`config.mk`:
```
export PLATFORM = sky130hd
export DESIGN_NAME = mips_instr_issuer_flat
export DESIGN_NICKNAME = d
export VERILOG_FILES = /design/src/rtl/mips_instr_issuer_if.sv /design/src/rtl/mips_instr_issuer.sv /design/src/flat_wrapper.sv
export SDC_FILE = /design/constraint.sdc
export NUM_CORES = 2
export LEC_CHECK = 0
export ABC_AREA = 1
export BUFFER_PORTS_ARGS = -buffer_cell sky130_fd_sc_hd__buf_2
export CAP_MARGIN = 15
export CORE_MARGIN = 8
export CORE_UTILIZATION = 35
export DETAILED_ROUTE_END_ITERATION = 6
export GPL_TIMING_DRIVEN = 0
export PLACE_DENSITY_LB_ADDON = 0.2
export SLEW_MARGIN = 20
export SYNTH_ARGS = -nofsm -noshare
export SYNTH_HDL_FRONTEND = slang
export SYNTH_SLANG_ARGS = --single-unit
```
`constraint.sdc`:
```
create_clock -name clock -period 6.3 [get_ports clock]
set_input_delay 0.63 -clock clock [delete_from_list [all_inputs] [get_ports clock]]
set_output_delay 0.63 -clock clock [all_outputs]
set_load 0.03 [all_outputs]
```
`src/rtl/mips_instr_issuer_if.sv`:
```
// Loader/control and CPU-facing instruction signals of the instruction issuer.
interface mips_instr_issuer_if #(
  parameter int unsigned ADDR_W = 6
);
  logic              load_en;
  logic [ADDR_W-1:0] load_addr;
  logic [31:0]       load_data;
  logic              start;
  logic [31:0]       instrword;
  logic              newinstr;
  logic [ADDR_W-1:0] pc;
  logic              busy;
  logic              done;
  logic [15:0]       instr_count;

  // Loader / testbench side.
  modport master (
    output load_en, load_addr, load_data, start,
    input  instrword, newinstr, pc, busy, done, instr_count
  );

  // Issuer side.
  modport slave (
    input  load_en, load_addr, load_data, start,
    output instrword, newinstr, pc, busy, done, instr_count
  );
endinterface

```
`src/rtl/mips_instr_issuer.sv`:
```
// Sequential instruction issuer: presents each imem word to the CPU for a fixed
// execution window, stopping at the halt word or at the last memory address.
module mips_instr_issuer #(
  parameter int unsigned IMEM_DEPTH  = 64,
  parameter int unsigned ADDR_W      = 6,
  parameter int unsigned EXEC_CYCLES = 4,
  parameter logic [31:0] HALT_WORD   = 32'hFC000000
) (
  input logic               clock,
  input logic               rst,
  mips_instr_issuer_if.slave bus
);

  localparam int unsigned CntW = $clog2(EXEC_CYCLES);

  typedef enum logic [1:0] {StIdle, StIssue, StExec, StDone} state_t;

  state_t            state_q, state_d;
  logic [31:0]       imem [IMEM_DEPTH];
  logic [31:0]       rd_word;
  logic [31:0]       instrword_q;
  logic              newinstr_q;
  logic [ADDR_W-1:0] pc_q;
  logic [15:0]       count_q;
  logic [CntW-1:0]   cnt_q;

  logic is_halt, last_addr, cnt_zero;
  logic busy, done, restart, issue_fire, write_en;

  assign rd_word   = imem[pc_q];
  assign is_halt   = (rd_word == HALT_WORD);
  assign last_addr = (pc_q == ADDR_W'(IMEM_DEPTH - 1));
  assign cnt_zero  = (cnt_q == '0);

  // State register.
  always_ff @(posedge clock or posedge rst) begin
    if (rst) state_q <= StIdle;
    else     state_q <= state_d;
  end

  // Next-state logic.
  always_comb begin
    state_d = state_q;
    unique case (state_q)
      StIdle, StDone: if (bus.start) state_d = StIssue;
      StIssue:        state_d = is_halt ? StDone : StExec;
      StExec:         if (cnt_zero) state_d = last_addr ? StDone : StIssue;
      default:        state_d = StIdle;
    endcase
  end

  // Status outputs and datapath strobes decoded from the current state.
  always_comb begin
    busy       = (state_q == StIssue) || (state_q == StExec);
    done       = (state_q == StDone);
    // Loads and starts are only honoured while not running.
    restart    = !busy && bus.start;
    write_en   = !busy && bus.load_en;
    issue_fire = (state_q == StIssue) && !is_halt;
  end

  // Instruction memory write port; contents intentionally survive reset.
  always_ff @(posedge clock) begin
    if (write_en) imem[bus.load_addr] <= bus.load_data;
  end

  // Datapath registers: PC, issued word, new-instruction pulse, counters.
  always_ff @(posedge clock or posedge rst) begin
    if (rst) begin
      instrword_q <= '0;
      newinstr_q  <= 1'b0;
      pc_q        <= '0;
      count_q     <= '0;
      cnt_q       <= '0;
    end else begin
      newinstr_q <= 1'b0;
      if (restart) begin
        pc_q    <= '0;
        count_q <= '0;
      end
      if (issue_fire) begin
        instrword_q <= rd_word;
        newinstr_q  <= 1'b1;
        if (count_q != 16'hFFFF) count_q <= count_q + 16'd1;
        cnt_q <= CntW'(EXEC_CYCLES - 1);
      end
      if (state_q == StExec) begin
        if (!cnt_zero)      cnt_q <= cnt_q - CntW'(1);
        // No wrap-around: the last address stays put and the run ends.
        else if (!last_addr) pc_q <= pc_q + ADDR_W'(1);
      end
    end
  end

  assign bus.instrword   = instrword_q;
  assign bus.newinstr    = newinstr_q;
  assign bus.pc          = pc_q;
  assign bus.busy        = busy;
  assign bus.done        = done;
  assign bus.instr_count = count_q;

endmodule
```
`src/flat_wrapper.sv`:
```
// flat-port wrapper written by rule: the top's interface ports become plain ports
module mips_instr_issuer_flat 
#(
  parameter int unsigned IMEM_DEPTH  = 64,
  parameter int unsigned ADDR_W      = 6,
  parameter int unsigned EXEC_CYCLES = 4,
  parameter logic [31:0] HALT_WORD   = 32'hFC000000
)
  (clock, rst, bus_load_en, bus_load_addr, bus_load_data, bus_start, bus_instrword, bus_newinstr, bus_pc, bus_busy, bus_done, bus_instr_count);
  mips_instr_issuer_if #(.ADDR_W(ADDR_W)) bus_i ();
  input logic clock;
  input logic rst;
  input wire logic [$bits(bus_i.load_en)-1:0] bus_load_en;
  input wire logic [$bits(bus_i.load_addr)-1:0] bus_load_addr;
  input wire logic [$bits(bus_i.load_data)-1:0] bus_load_data;
  input wire logic [$bits(bus_i.start)-1:0] bus_start;
  output wire logic [$bits(bus_i.instrword)-1:0] bus_instrword;
  output wire logic [$bits(bus_i.newinstr)-1:0] bus_newinstr;
  output wire logic [$bits(bus_i.pc)-1:0] bus_pc;
  output wire logic [$bits(bus_i.busy)-1:0] bus_busy;
  output wire logic [$bits(bus_i.done)-1:0] bus_done;
  output wire logic [$bits(bus_i.instr_count)-1:0] bus_instr_count;
  assign bus_i.load_en = bus_load_en;
  assign bus_i.load_addr = bus_load_addr;
  assign bus_i.load_data = bus_load_data;
  assign bus_i.start = bus_start;
  assign bus_instrword = bus_i.instrword;
  assign bus_newinstr = bus_i.newinstr;
  assign bus_pc = bus_i.pc;
  assign bus_busy = bus_i.busy;
  assign bus_done = bus_i.done;
  assign bus_instr_count = bus_i.instr_count;
  mips_instr_issuer #(.IMEM_DEPTH(IMEM_DEPTH), .ADDR_W(ADDR_W), .EXEC_CYCLES(EXEC_CYCLES), .HALT_WORD(HALT_WORD)) u_core (.clock(clock), .rst(rst), .bus(bus_i));
endmodule
```
==> flow_metrics.env <==
export IMPL_worstSetupPathType="reg -> reg"
export IMPL_timing_final_crit_share=0.965
export IMPL_io_buffers=95
export IMPL_final_setup_tns_ns=0
export IMPL_timing_max_transition_violations_final=0
export IMPL_drive_above_1_share=0.116
export IMPL_core_area_sq_mm=0.248
export IMPL_grt_start_max_net_pins=65
export IMPL_arrival_ns=6.80
export IMPL_rsz0062_at_grt="no"
export IMPL_routedWlPerCell_um=34.1
export IMPL_antenna_found_initial=49
export IMPL_drt_drc_violations_left=0
export IMPL_use_met3=0.0901
export IMPL_worst_ir_drop_vdd_v=0.000322
export IMPL_cts_reportedPaths_clkPinSlew_ns=0.06
export IMPL_netlist_cell_type_count=35
export IMPL_ios=99
export IMPL_cp_required_ns=7.02
export IMPL_cp_top_family="simple AND/OR/NAND/NOR gates"
export IMPL_drt_iter0_drc=11500
export IMPL_setup_ws_ns=0.222
export IMPL_drv_cap=0
export IMPL_syn_area_per_cell_sq_um=11.1
export IMPL_hold_path_class="in -> reg"
export IMPL_netlist_instances=7858
export IMPL_via_per_inst=5.57
export IMPL_fp_dieH_um=515
export IMPL_grt_overflow=0
export IMPL_total_power_mw=33.4
export IMPL_powerDensity_mw_per_mm2=322
export IMPL_routabilityCongestion=1.02
export IMPL_worst_pin_slew_ns=1.28
export IMPL_dr_pass1_iters=6
export IMPL_clockBufferDepth=3
export IMPL_rows=183
export IMPL_fin_skew_ns=0.0593
export IMPL_cts_buffers=224
export IMPL_design_die_area_sq_mm=0.266
export IMPL_grt_use_met1=0.383
export IMPL_slew_headroom=0.149
export IMPL_path_cells="inv_2, buf_4, buf_2, buf_2, nand2_1, nand3_1, nand3_1, nand2_1, nand2_1, nor2_1, nand2_1, nand3_1, nand2_1, inv_1, nand2_1, nor2_1, nand2_1, nor2_2, nand2_1, nand2_2, buf_2, a21oi_1"
export IMPL_place_area_sq_mm=0.0965
export IMPL_max_freq_mhz=165
export IMPL_slowest_stage="nor2_1"
export IMPL_htree_levels=4
export IMPL_top_usage_layer="met2"
export IMPL_cp_end_kind="flop"
export IMPL_layout_commonest_cell="edfxtp_1"
export IMPL_ant_nets=0
export IMPL_netlist_area_sq_mm=0.0873
export IMPL_layout_common_cells="2,048 x edfxtp_1, 1,923 x nand2_1, 1,275 x nor2_1"
export IMPL_whs_ns=0.116
export IMPL_post_cts_buffers=0
export IMPL_wirelength_um=408000
export IMPL_cp_slowest_stage_delay_ns=0.88
export IMPL_dpl_worst_slack_ns=0.506
export IMPL_outcome="finished, final reports clean"
export IMPL_synth_ff_latch_count=2107
export IMPL_synth_nets=7905
export IMPL_cts_root_buffer="clkbuf_16"
export IMPL_fin_crit_ns=6.08
export IMPL_grt_pass1_wl_um=536000
export IMPL_stdcell_area_sq_mm=0.104
export IMPL_critical_path_most_common_cell="nand2_1"
export IMPL_grtUsageMet2=0.435
export IMPL_hold_viol_final=0
export IMPL_die_x_um=515
export IMPL_ys_seq_area_frac=0.722
export IMPL_fin_nets=8465
export IMPL_clock_sinks=2107
export IMPL_critPathBufInv=6
export IMPL_area_delta_synth_final_pct=18.8
export IMPL_crit_fanout=10
export IMPL_finalSetupViolCount=0
export IMPL_vias=66600
export IMPL_yosys_warnings=0
export IMPL_worstSkewPairLatency_ns=0.91
export IMPL_startpoint_type="flop"
export IMPL_p_leak_nw=38.8
export IMPL_grt_use_total=0.297
export IMPL_n_fill_cell=23600
export IMPL_dp_hpwl_um=299000
export IMPL_start_util=0.352
export IMPL_first_global_vias=60600
export IMPL_cts_tree="built"
==> timing repair <==
item | CTS | global route
resized for setup | 0 | 0
hold endpoints to repair | 63 | 0
hold buffers | 2 | 0
==> layer usage <==
layer	vias up	routed length, um
met3	1051	52200
met1	32900	152000
li1	27800	-
met5	-	172
met4	14	32600
met2	4800	171000
==> sequential cells by signal (all words and copies together) (netlist names) <==
register,flops
u_core.imem,2048
u_core.cnt_q,2
u_core.state_q,2
u_core.bus.newinstr,1
u_core.bus.instrword,32
u_core.bus.instr_count,16
u_core.bus.pc,6
==> worst reg2reg max path, cell delays in order (launching register included) <==
cell and delay (ns):
dfrtp_1 0.72, inv_2 0.51, buf_4 0.43, buf_2 0.54, buf_2 0.58, nand2_1 0.11, nand3_1 0.10, nand3_1 0.21
nand2_1 0.12, nand2_1 0.11, nor2_1 0.89, nand2_1 0.12, nand3_1 0.18, nand2_1 0.19, inv_1 0.09, nand2_1 0.05
nor2_1 0.09, nand2_1 0.08, nor2_2 0.11, nand2_1 0.14, nand2_2 0.16, buf_2 0.31, a21oi_1 0.12
==> cell type report <==
| cell class | count | area, sq um | area share |
|---|---|---|---|
| multi-input combinational | 4840 | 20900 | 0.202 |
| sequential | 2107 | 63000 | 0.607 |
| clock inverter | 142 | 1290 | 0.0124 |
| buffer | 448 | 2100 | 0.0203 |
| antenna | 18 | 45.0 | 0.000434 |
| timing repair buffer | 334 | 4640 | 0.0448 |
| inverter | 463 | 1740 | 0.0168 |
| clock buffer | 264 | 5800 | 0.0559 |
| tap | 3330 | 4170 | 0.0402 |
==> per-stage QoR <==
stage,util,std cells
5_1_grt,0.418,11900
3_3_place_gp,0.370,11300
3_5_place_dp,0.389,11500
6_report,0.418,11900
2_1_floorplan,-,7858
4_1_cts,0.418,11900
==> Yosys cell counts <==
library cell	count	share of area
a21oi_1	140	0.0080
nand2_2	1	0.000072
nand3_1	715	0.041
nor2_2	2	0.00014
nand2_1	1923	0.083
buf_1	46	0.0020
inv_2	3	0.00013
clkbuf_1	159	0.0068
or2_0	4	0.00029
o21ai_0	521	0.030
nor2_1	1333	0.057
o31ai_1	1	0.000086
xor2_1	3	0.00030
and2_1	1	0.000072
or4_1	1	0.000086
o22ai_1	2	0.00014
edfxtp_1	2048	0.70
nor3_1	8	0.00046
nand4_1	10	0.00072
dfrtp_1	59	0.017
or2_1	3	0.00022
inv_1	449	0.019
a211oi_1	2	0.00017
o211ai_1	57	0.0049
mux2_2	1	0.00013
ha_1	5	0.00072
clkinv_1	11	0.00047
nor4_1	9	0.00065
buf_4	26	0.0022
xnor2_1	2	0.00020
or2_2	40	0.0029
buf_2	210	0.012
a221oi_1	1	0.00010
buf_6	7	0.00090
o21ai_1	55	0.0032
==> kinds of logic after synthesis <==
| group | share of synthesized area |
|---|---|
| AOI/OAI and AO/OA | 0.0465 |
| and+or+nand+nor | 0.187 |
| muxes | 0.000129 |
| adders and majority gates | 0.000717 |
| buffers and inverters | 0.0439 |
| DFF | 0.722 |
| xor gates and xnor gates | 0.000502 |
==> power breakdown <==
| part | internal (mW) | total, mW | switching, mW |
|---|---|---|---|
| registers | 15.6 | 15.7 | 0.117 |
| clock network | 7.28 | 13.1 | 5.78 |
| logic | 0.929 | 4.60 | 3.67 |
| total | 23.8 | 33.4 | 9.57 |
==> path summary, 6_finish.rpt <==
| path | start | endpoint | slack, ns | cells after the start |
|---|---|---|---|---|
| setup reg to reg | u_core.bus.pc[0] | u_core.cnt_q[1] | 0.22 | 22 |
| max in group asynchronous | rst | u_core.bus.instrword[10] | 5.57 | 4 |
| hold / removal | bus_load_data[8] | u_core.imem[1][8] | 0.12 | 1 |
| setup / recovery | u_core.bus.pc[0] | u_core.cnt_q[1] | 0.22 | 22 |
| hold reg to reg | u_core.bus.instrword[10] | u_core.bus.instrword[10] | 0.47 | 2 |
| min in group asynchronous | rst | u_core.bus.instrword[28] | 0.18 | 3 |
Note: power is estimated with default switching activity, not from simulation.
